--- src/rtl/cfu_pkg.sv ---
`default_nettype none
// ============================================================================
//  Module      : cfu_pkg
//  Description : Shared widths and request/completion types for the CFU
//                issue path.
//  Revision    : 1.0  initial release
// ============================================================================
package cfu_pkg;

    localparam int CFU_DATA_W   = 32;
    localparam int CFU_SEL_W    = 8;
    localparam int CFU_FUNC_W   = 10;
    localparam int CFU_STATUS_W = 3;
    localparam int CFU_ID_W     = 3;

    typedef struct packed {
        logic [CFU_SEL_W-1:0]  cfu;
        logic [CFU_FUNC_W-1:0] func;
        logic [CFU_DATA_W-1:0] data0;
        logic [CFU_DATA_W-1:0] data1;
        logic [CFU_ID_W-1:0]   id;
    } cfu_req_t;

    typedef struct packed {
        logic [CFU_ID_W-1:0]   id;
        logic [CFU_DATA_W-1:0] data;
        logic                  error;
    } cfu_cpl_t;

endpackage
`default_nettype wire

--- src/rtl/cfu_interface.sv ---
`default_nettype none
// ============================================================================
//  Module      : cfu_interface
//  Description : Request/response channel between the processor and a CFU.
//  Revision    : 1.0  initial release
// ============================================================================
interface cfu_interface
    import cfu_pkg::*;
#(
    parameter int ID_W = 3
);
    logic                    req_valid;
    logic                    req_ready;
    logic [CFU_SEL_W-1:0]    req_cfu;
    logic [CFU_FUNC_W-1:0]   req_func;
    logic [CFU_DATA_W-1:0]   req_data0;
    logic [CFU_DATA_W-1:0]   req_data1;
    logic [ID_W-1:0]         req_id;

    logic                    resp_valid;
    logic                    resp_ready;
    logic [ID_W-1:0]         resp_id;
    logic [CFU_STATUS_W-1:0] resp_status;
    logic [CFU_DATA_W-1:0]   resp_data;

    modport master (
        output req_valid, req_cfu, req_func, req_data0, req_data1, req_id,
        input  req_ready,
        input  resp_valid, resp_id, resp_status, resp_data,
        output resp_ready
    );

    modport slave (
        input  req_valid, req_cfu, req_func, req_data0, req_data1, req_id,
        output req_ready,
        output resp_valid, resp_id, resp_status, resp_data,
        input  resp_ready
    );

endinterface
`default_nettype wire

--- src/rtl/cfu_tag_fifo.sv ---
`default_nettype none
// ============================================================================
//  Module      : cfu_tag_fifo
//  Description : In-order FIFO of instruction IDs for operations in flight.
//  Revision    : 1.0  initial release
// ============================================================================
module cfu_tag_fifo
    import cfu_pkg::*;
#(
    parameter int WIDTH = 3,
    parameter int DEPTH = 4
) (
    input  logic             clk,
    input  logic             rst,
    input  logic             i_push,
    input  logic             i_pop,
    input  logic [WIDTH-1:0] i_data,
    output logic [WIDTH-1:0] o_data,
    output logic             o_full,
    output logic             o_empty
);

    localparam int PTR_W = (DEPTH > 1) ? $clog2(DEPTH) : 1;
    localparam int CNT_W = $clog2(DEPTH + 1);

    logic [WIDTH-1:0] r_mem [DEPTH];
    logic [PTR_W-1:0] r_wr_ptr;
    logic [PTR_W-1:0] r_rd_ptr;
    logic [CNT_W-1:0] r_count;

    assign o_data  = r_mem[r_rd_ptr];
    assign o_full  = (r_count == CNT_W'(DEPTH));
    assign o_empty = (r_count == '0);

    always_ff @(posedge clk) begin
        if (i_push) begin
            r_mem[r_wr_ptr] <= i_data;
        end
    end

    // Explicit wrap keeps the pointers correct even for a depth of one.
    always_ff @(posedge clk) begin
        if (rst) begin
            r_wr_ptr <= '0;
            r_rd_ptr <= '0;
            r_count  <= '0;
        end else begin
            if (i_push) begin
                r_wr_ptr <= (r_wr_ptr == PTR_W'(DEPTH - 1)) ? '0 : r_wr_ptr + PTR_W'(1);
            end
            if (i_pop) begin
                r_rd_ptr <= (r_rd_ptr == PTR_W'(DEPTH - 1)) ? '0 : r_rd_ptr + PTR_W'(1);
            end
            case ({i_push, i_pop})
                2'b10:   r_count <= r_count + CNT_W'(1);
                2'b01:   r_count <= r_count - CNT_W'(1);
                default: r_count <= r_count;
            endcase
        end
    end

endmodule
`default_nettype wire

--- src/rtl/cfu_issue_unit.sv ---
`default_nettype none
// ============================================================================
//  Module      : cfu_issue_unit
//  Description : Issues CFU operations from execute, tracks in-order tags and
//                returns completions to writeback. Define CFU_WATCHDOG_EN to
//                enable the response-timeout watchdog.
//  Revision    : 1.0  initial release
// ============================================================================
module cfu_issue_unit
    import cfu_pkg::*;
#(
    parameter int MAX_INFLIGHT   = 4,
    parameter int ID_W           = 3,
    parameter int TIMEOUT_CYCLES = 256
) (
    input  logic                  clk,
    input  logic                  rst,
    input  logic                  issue_valid,
    output logic                  issue_ready,
    input  logic [CFU_DATA_W-1:0] issue_rs1,
    input  logic [CFU_DATA_W-1:0] issue_rs2,
    input  logic [CFU_SEL_W-1:0]  issue_cfu,
    input  logic [CFU_FUNC_W-1:0] issue_func,
    input  logic [ID_W-1:0]       issue_id,
    output logic                  wb_valid,
    input  logic                  wb_ack,
    output logic [ID_W-1:0]       wb_id,
    output logic [CFU_DATA_W-1:0] wb_data,
    output logic                  wb_error,
    cfu_interface.master          cfu
);

    if (TIMEOUT_CYCLES < 1) begin : g_bad_timeout
        $error("TIMEOUT_CYCLES must be at least 1");
    end
    if (MAX_INFLIGHT < 1 || MAX_INFLIGHT > 16) begin : g_bad_depth
        $error("MAX_INFLIGHT must be in 1..16");
    end

    logic        r_req_valid;
    cfu_req_t    r_req;
    logic        r_wb_valid;
    cfu_cpl_t    r_wb;

    logic        w_full;
    logic        w_empty;
    logic [ID_W-1:0] w_head_tag;
    logic        w_issue_acc;
    logic        w_wb_free;
    logic        w_resp_acc;
    logic        w_resp_pop;
    logic        w_timeout;
    logic        w_pop;

    // Registered full only: a pop this cycle does not open a slot until next.
    assign issue_ready = !w_full & (!r_req_valid | cfu.req_ready);
    assign w_issue_acc = issue_valid & issue_ready;

    assign w_wb_free      = !r_wb_valid | wb_ack;
    assign cfu.resp_ready = w_wb_free;
    assign w_resp_acc     = cfu.resp_valid & w_wb_free;
    assign w_resp_pop     = w_resp_acc & !w_empty;
    assign w_pop          = w_resp_pop | w_timeout;

    cfu_tag_fifo #(
        .WIDTH (ID_W),
        .DEPTH (MAX_INFLIGHT)
    ) u_tag_fifo (
        .clk     (clk),
        .rst     (rst),
        .i_push  (w_issue_acc),
        .i_pop   (w_pop),
        .i_data  (issue_id),
        .o_data  (w_head_tag),
        .o_full  (w_full),
        .o_empty (w_empty)
    );

    always_ff @(posedge clk) begin
        if (rst) begin
            r_req_valid <= 1'b0;
        end else if (w_issue_acc) begin
            r_req_valid <= 1'b1;
        end else if (cfu.req_ready) begin
            r_req_valid <= 1'b0;
        end
    end

    always_ff @(posedge clk) begin
        if (w_issue_acc) begin
            r_req.cfu   <= issue_cfu;
            r_req.func  <= issue_func;
            r_req.data0 <= issue_rs1;
            r_req.data1 <= issue_rs2;
            r_req.id    <= issue_id;
        end
    end

    assign cfu.req_valid = r_req_valid;
    assign cfu.req_cfu   = r_req.cfu;
    assign cfu.req_func  = r_req.func;
    assign cfu.req_data0 = r_req.data0;
    assign cfu.req_data1 = r_req.data1;
    assign cfu.req_id    = r_req.id;

`ifdef CFU_WATCHDOG_EN
    localparam int WD_W = $clog2(TIMEOUT_CYCLES + 1);

    logic [WD_W-1:0] r_wd_cnt;
    logic            w_wd_hit;

    // Fires on the cycle the head has waited TIMEOUT_CYCLES, so the forced
    // completion lands exactly TIMEOUT_CYCLES after the FIFO became non-empty.
    assign w_wd_hit  = (r_wd_cnt == WD_W'(TIMEOUT_CYCLES - 1));
    assign w_timeout = !w_empty & w_wd_hit & w_wb_free & !w_resp_acc;

    always_ff @(posedge clk) begin
        if (rst || w_empty || w_resp_acc || w_timeout) begin
            r_wd_cnt <= '0;
        end else if (!w_wd_hit) begin
            r_wd_cnt <= r_wd_cnt + WD_W'(1);
        end
    end
`else
    assign w_timeout = 1'b0;
`endif

    always_ff @(posedge clk) begin
        if (rst) begin
            r_wb_valid <= 1'b0;
            r_wb       <= '0;
        end else if (w_resp_pop) begin
            r_wb_valid <= 1'b1;
            r_wb.id    <= w_head_tag;
            r_wb.data  <= cfu.resp_data;
            r_wb.error <= (cfu.resp_status != '0) | (cfu.resp_id != w_head_tag);
        end else if (w_timeout) begin
            r_wb_valid <= 1'b1;
            r_wb.id    <= w_head_tag;
            r_wb.data  <= '0;
            r_wb.error <= 1'b1;
        end else if (wb_ack) begin
            r_wb_valid <= 1'b0;
        end
    end

    assign wb_valid = r_wb_valid;
    assign wb_id    = r_wb.id;
    assign wb_data  = r_wb.data;
    assign wb_error = r_wb.error;

endmodule
`default_nettype wire

--- src/flat_wrapper.sv ---
// flat-port wrapper written by rule: the top's interface ports become plain ports
module cfu_issue_unit_flat import cfu_pkg::*;
#(
    parameter int MAX_INFLIGHT   = 4,
    parameter int ID_W           = 3,
    parameter int TIMEOUT_CYCLES = 256
)
  (clk, rst, issue_valid, issue_ready, issue_rs1, issue_rs2, issue_cfu, issue_func, issue_id, wb_valid, wb_ack, wb_id, wb_data, wb_error, cfu_req_valid, cfu_req_cfu, cfu_req_func, cfu_req_data0, cfu_req_data1, cfu_req_id, cfu_req_ready, cfu_resp_valid, cfu_resp_id, cfu_resp_status, cfu_resp_data, cfu_resp_ready);
  cfu_interface #(.ID_W(ID_W)) cfu_i ();
  input  logic clk;
  input  logic rst;
  input  logic issue_valid;
  output logic issue_ready;
  input  logic [CFU_DATA_W-1:0] issue_rs1;
  input  logic [CFU_DATA_W-1:0] issue_rs2;
  input  logic [CFU_SEL_W-1:0] issue_cfu;
  input  logic [CFU_FUNC_W-1:0] issue_func;
  input  logic [ID_W-1:0] issue_id;
  output logic wb_valid;
  input  logic wb_ack;
  output logic [ID_W-1:0] wb_id;
  output logic [CFU_DATA_W-1:0] wb_data;
  output logic wb_error;
  output wire logic [$bits(cfu_i.req_valid)-1:0] cfu_req_valid;
  output wire logic [$bits(cfu_i.req_cfu)-1:0] cfu_req_cfu;
  output wire logic [$bits(cfu_i.req_func)-1:0] cfu_req_func;
  output wire logic [$bits(cfu_i.req_data0)-1:0] cfu_req_data0;
  output wire logic [$bits(cfu_i.req_data1)-1:0] cfu_req_data1;
  output wire logic [$bits(cfu_i.req_id)-1:0] cfu_req_id;
  input wire logic [$bits(cfu_i.req_ready)-1:0] cfu_req_ready;
  input wire logic [$bits(cfu_i.resp_valid)-1:0] cfu_resp_valid;
  input wire logic [$bits(cfu_i.resp_id)-1:0] cfu_resp_id;
  input wire logic [$bits(cfu_i.resp_status)-1:0] cfu_resp_status;
  input wire logic [$bits(cfu_i.resp_data)-1:0] cfu_resp_data;
  output wire logic [$bits(cfu_i.resp_ready)-1:0] cfu_resp_ready;
  assign cfu_req_valid = cfu_i.req_valid;
  assign cfu_req_cfu = cfu_i.req_cfu;
  assign cfu_req_func = cfu_i.req_func;
  assign cfu_req_data0 = cfu_i.req_data0;
  assign cfu_req_data1 = cfu_i.req_data1;
  assign cfu_req_id = cfu_i.req_id;
  assign cfu_i.req_ready = cfu_req_ready;
  assign cfu_i.resp_valid = cfu_resp_valid;
  assign cfu_i.resp_id = cfu_resp_id;
  assign cfu_i.resp_status = cfu_resp_status;
  assign cfu_i.resp_data = cfu_resp_data;
  assign cfu_resp_ready = cfu_i.resp_ready;
  cfu_issue_unit #(.MAX_INFLIGHT(MAX_INFLIGHT), .ID_W(ID_W), .TIMEOUT_CYCLES(TIMEOUT_CYCLES)) u_core (.clk(clk), .rst(rst), .issue_valid(issue_valid), .issue_ready(issue_ready), .issue_rs1(issue_rs1), .issue_rs2(issue_rs2), .issue_cfu(issue_cfu), .issue_func(issue_func), .issue_id(issue_id), .wb_valid(wb_valid), .wb_ack(wb_ack), .wb_id(wb_id), .wb_data(wb_data), .wb_error(wb_error), .cfu(cfu_i));
endmodule
--- config.mk ---
export PLATFORM = sky130hd
export DESIGN_NAME = cfu_issue_unit_flat
export DESIGN_NICKNAME = d
export VERILOG_FILES = /design/src/rtl/cfu_pkg.sv /design/src/rtl/cfu_interface.sv /design/src/rtl/cfu_tag_fifo.sv /design/src/rtl/cfu_issue_unit.sv /design/src/flat_wrapper.sv
export SDC_FILE = /design/constraint.sdc
export NUM_CORES = 1
export LEC_CHECK = 0
export ABC_AREA = 1
export CAP_MARGIN = 30
export CORE_MARGIN = 4
export CORE_UTILIZATION = 43
export CTS_CLUSTER_DIAMETER = 80
export DETAILED_ROUTE_END_ITERATION = 7
export PLACE_DENSITY = 0.9
export SYNTH_ARGS = -nofsm -noshare
export SYNTH_HDL_FRONTEND = slang
export SYNTH_HIERARCHICAL = 1
export SYNTH_SLANG_ARGS = --single-unit
--- constraint.sdc ---
create_clock -name clk -period 25.1 [get_ports clk]
set_input_delay 5.02 -clock clk [delete_from_list [all_inputs] [get_ports clk]]
set_output_delay 5.02 -clock clk [all_outputs]
set_load 0.1 [all_outputs]
==> results.yml <==
clocking:
  cts_made_buffers: 17
  cts_tree: "built"
  cts_root_buf: "clkbuf_16"
  cts_hold_buffers: 0
  cts_resized: 0
  h-tree-depth: 4
  cts_setup_buffers: 0
  cts.sink_count: 144
  clk_pin_slew_ps: 60
  worstSkewPairLatency_ps: 420
  clk_path_buf_depth: 2
floorplanning:
  num_rows: 39
  die_y_um: 116.4
  die_w_um: 116.4
  die-area_um2: 13550
  io_pins: 254
  initial_core_util_pct: 44.06
  core_um2: 11470
drt:
  first_iter_violations: 325
  drc: 0
  post_drt_wl_per_cell_um: 18.15
  wirelength_um: 14220
  vias: 3734
  viasPerCell: 4.769
  drtAntennaViolNets: 0
  firstDrtPassIters: 4
setup_path:
  critPathKind: "input pin to output pin"
  critPathBufInv: 3
  slowest_delay_ps: 1130
  worstPathCellList: "clkdlybuf4s50_1 -> nor2_4 -> inv_2 -> clkdlybuf4s50_1"
  ff2ff_setup_slack_ps: 22810
  cp.arrival_ps: 6820
  r2r-start: "u_core/u_tag_fifo/r_count[1]"
  crit_fanout: 3
  crit_family: "buffers and inverters"
  r2r-end: "u_core/u_tag_fifo/r_count[2]"
  startpoint_type: "input pin"
  cp.required_ps: 20080
  path_common_cell: "clkdlybuf4s50_1"
  endpoint_kind: "output pin"
  worstRegToRegCells: 13
  slowest_stage: "clkdlybuf4s50_1"
  cp.depth: 4
placed_design:
  port-buffer-count: 253
  gp_congestion: 0.7766
  dp_hpwl_um: 10560
  pre_cts_ws_ps: 13270
  dp.cells: 751
finish:
  drive_gt1_share_pct: 12.66
  synthToLayoutAreaGrowth_pct: 65.16
  nNetsFinal: 763
  stdcell_count: 783
  diodes: 0
  nFillCells: 714
logic_synthesis:
  synth_fa_ha_area_share_pct: 1.882
  ys.warnings.count: 6
  ys_ff_latch: 144
  synth_top_area_cell: "edfxtp_1"
  syn_nets: 497
  synth_mux_area_share_pct: 0
  syn_inst: 361
  synth_cell_type_count: 29
  syn_area_um2: 5052
  syn_avg_cell_area_um2: 14.00
  synthTopCellsByArea: "edfxtp_1, dfxtp_1, nor2_1"
  synth_top_family_by_area: "simple AND/OR/NAND/NOR gates"
  synth_simple_gate_area_share_pct: 10.23
  synth_compound_area_share_pct: 7.033
  synth_seq_area_share_pct: 76.28
  synth_xor_area_share_pct: 0.1734
  synth_top_area_share_pct: 57.65
pwr:
  switchingPower_w: 0.0004920
  pwr-share-clk_pct: 23.9
  p_int_w: 0.0005834
  p_leak_nw: 3.164
  share_comb_of_total_power_pct: 45.5
  p_per_area_nw_per_um2: 128.9
  seqPwrFrac_pct: 30.6
  switching_share_pct: 45.75
  vdd_drop_max_mv: 0.1115
  power_w: 0.001075
sta:
  setup_viol: 0
  finalHoldViolations: 0
  fin_crit_ps: 11840
  slew_headroom_pct: 31.06
  fin_skew_ps: 10.83
  worst_pin_slew_ps: 1031
  final.setup.tns_ps: 0
  period_share_pct: 47.16
  max_freq_mhz: 84.47
  worst_slack_ps: 13260
  rsz0062_at_grt: "false"
  final_max_slew_viol_count: 0
min_path:
  hold_end: "u_core/wb_id[0]"
  min_path_cells: 2
  hold_start: "u_core/wb_id[0]"
  hold_path.class: "flop to flop"
grt:
  antenna_found_initial: 0
  grt_pass1_vias: 3912
  grt_first_pass_wirelength_um: 20930
  gr-total-overflow: 0
  grt_max_degree: 82
  track_usage_pct: 21.13
job:
  maxCapViolCount: 0
status:
  status: "finished clean"
[worst max path at each step]
| stage | from | end | slack [ps] |
|---|---|---|---|
| CTS | wb_ack | cfu_resp_ready | 13260 |
| global route | wb_ack | cfu_resp_ready | 13240 |
| detailed placement | wb_ack | cfu_resp_ready | 13270 |
| finish | wb_ack | cfu_resp_ready | 13260 |
| global placement | wb_ack | cfu_resp_ready | 13280 |
| floorplan | cfu_req_ready | u_core/u_tag_fifo/r_count[1] | 12450 |
[power by group through the flow]
| stage | Combinational, W | Sequential (W) | Clock, W |
|---|---|---|---|
| floorplan | 0.0000964 | 0.000612 | 0 |
| global placement | 0.000474 | 0.000330 | 0 |
| detailed placement | 0.000488 | 0.000333 | 0 |
| CTS | 0.000491 | 0.000329 | 0.000261 |
| global route | 0.000508 | 0.000334 | 0.000273 |
| finish | 0.000489 | 0.000329 | 0.000257 |
[cell families (layout without fill, tap and decap cells)]
logic type | after synthesis | count (layout)
flops | 144 | 144
compound gates | 56 | 56
buf+inv | 40 | 319
simple gates | 113 | 113
fa+ha+maj | 7 | 7
xor+xnor | 1 | 1
[cell usage after synthesis]
cell      count
a21oi_1       6
buf_12        2
buf_2         2
buf_6         3
buf_8         1
clkbuf_1      1
clkbuf_4      1
clkinv_1      2
dfxtp_1      47
edfxtp_1     97
fa_1          1
ha_1          6
inv_1        25
inv_2         3
nand2_1      15
nand2_2       1
nand2_4       1
nand3_1       2
nand4_1       1
nor2_1       65
nor2_2       20
nor2_4        2
nor3_1        5
nor3_2        1
o21ai_0      20
o21ai_1       8
o21ai_2      19
o22ai_1       3
xnor2_1       1
[through the flow]
stage	instance area (um^2)	hold WS, ps	utilization, %
final	8344	507.4	72.77
after global routing	8344	526.1	72.77
after CTS	8344	510.4	72.77
after detailed placement	7741	495.2	67.51
after global placement	7666	483.3	66.85
after floorplan	5052	489.7	-
[final cells by class]
cell class	count	area, um^2	share of cell area [%]
clock buffers	20	436.7	5.233
repair buffers	257	2615	31.34
multi-input cells	177	980.9	11.76
inverters	30	112.6	1.350
well taps	143	178.9	2.144
clock inverters	12	166.4	1.994
flip-flops and latches	144	3854	46.18
[placed cells by master (no fill, tap or decap), types with 2 or more instances in the layout]
cell type / netlist / routed
nand2_1: 15 / 15
nor2_2: 20 / 20
nor3_1: 5 / 4
inv_2: 3 / 3
nor2_4: 2 / 2
o21ai_1: 8 / 8
clkbuf_16: 0 / 17
inv_1: 25 / 25
clkbuf_1: 1 / 3
nor3_2: 1 / 2
edfxtp_1: 97 / 97
dfxtp_1: 47 / 47
clkdlybuf4s50_1: 0 / 253
a21oi_1: 6 / 6
nand3_1: 2 / 2
o21ai_0: 20 / 20
bufinv_16: 0 / 4
clkinv_1: 2 / 2
clkinv_2: 0 / 6
nor2_1: 65 / 65
o22ai_1: 3 / 3
buf_16: 0 / 2
o21ai_2: 19 / 19
ha_1: 6 / 6
[worst min-delay path, stage by stage (launching register included)]
cell and delay, ps:
dfxtp_1 340, o21ai_2 70, nor2_2 60
[routing by layer]
layer	vias up	routed length (um)	global-route usage, %
li1	1772	-	-
met1	1774	4814	21.02
met2	164	7913	39.97
met3	24	1167	6.891
met4	0	319	8.817
met5	-	0	0
[sequential cells by signal, indices dropped and copies added, names as in the netlist, named ones only]
signal and count:
u_core/wb_error 1, u_core/wb_data 32, u_core/cfu.req_data1 32, u_core/cfu.req_cfu 8, u_core/cfu.req_valid 1, u_core/wb_id 3
u_core/wb_valid 1, u_core/cfu.req_func 10, u_core/cfu.req_id 3, u_core/u_tag_fifo/r_mem 12, u_core/cfu.req_data0 32, u_core/u_tag_fifo/r_rd_ptr 2
u_core/u_tag_fifo/r_count 3, u_core/u_tag_fifo/r_wr_ptr 2
Note: power is estimated with default switching activity, not from simulation.
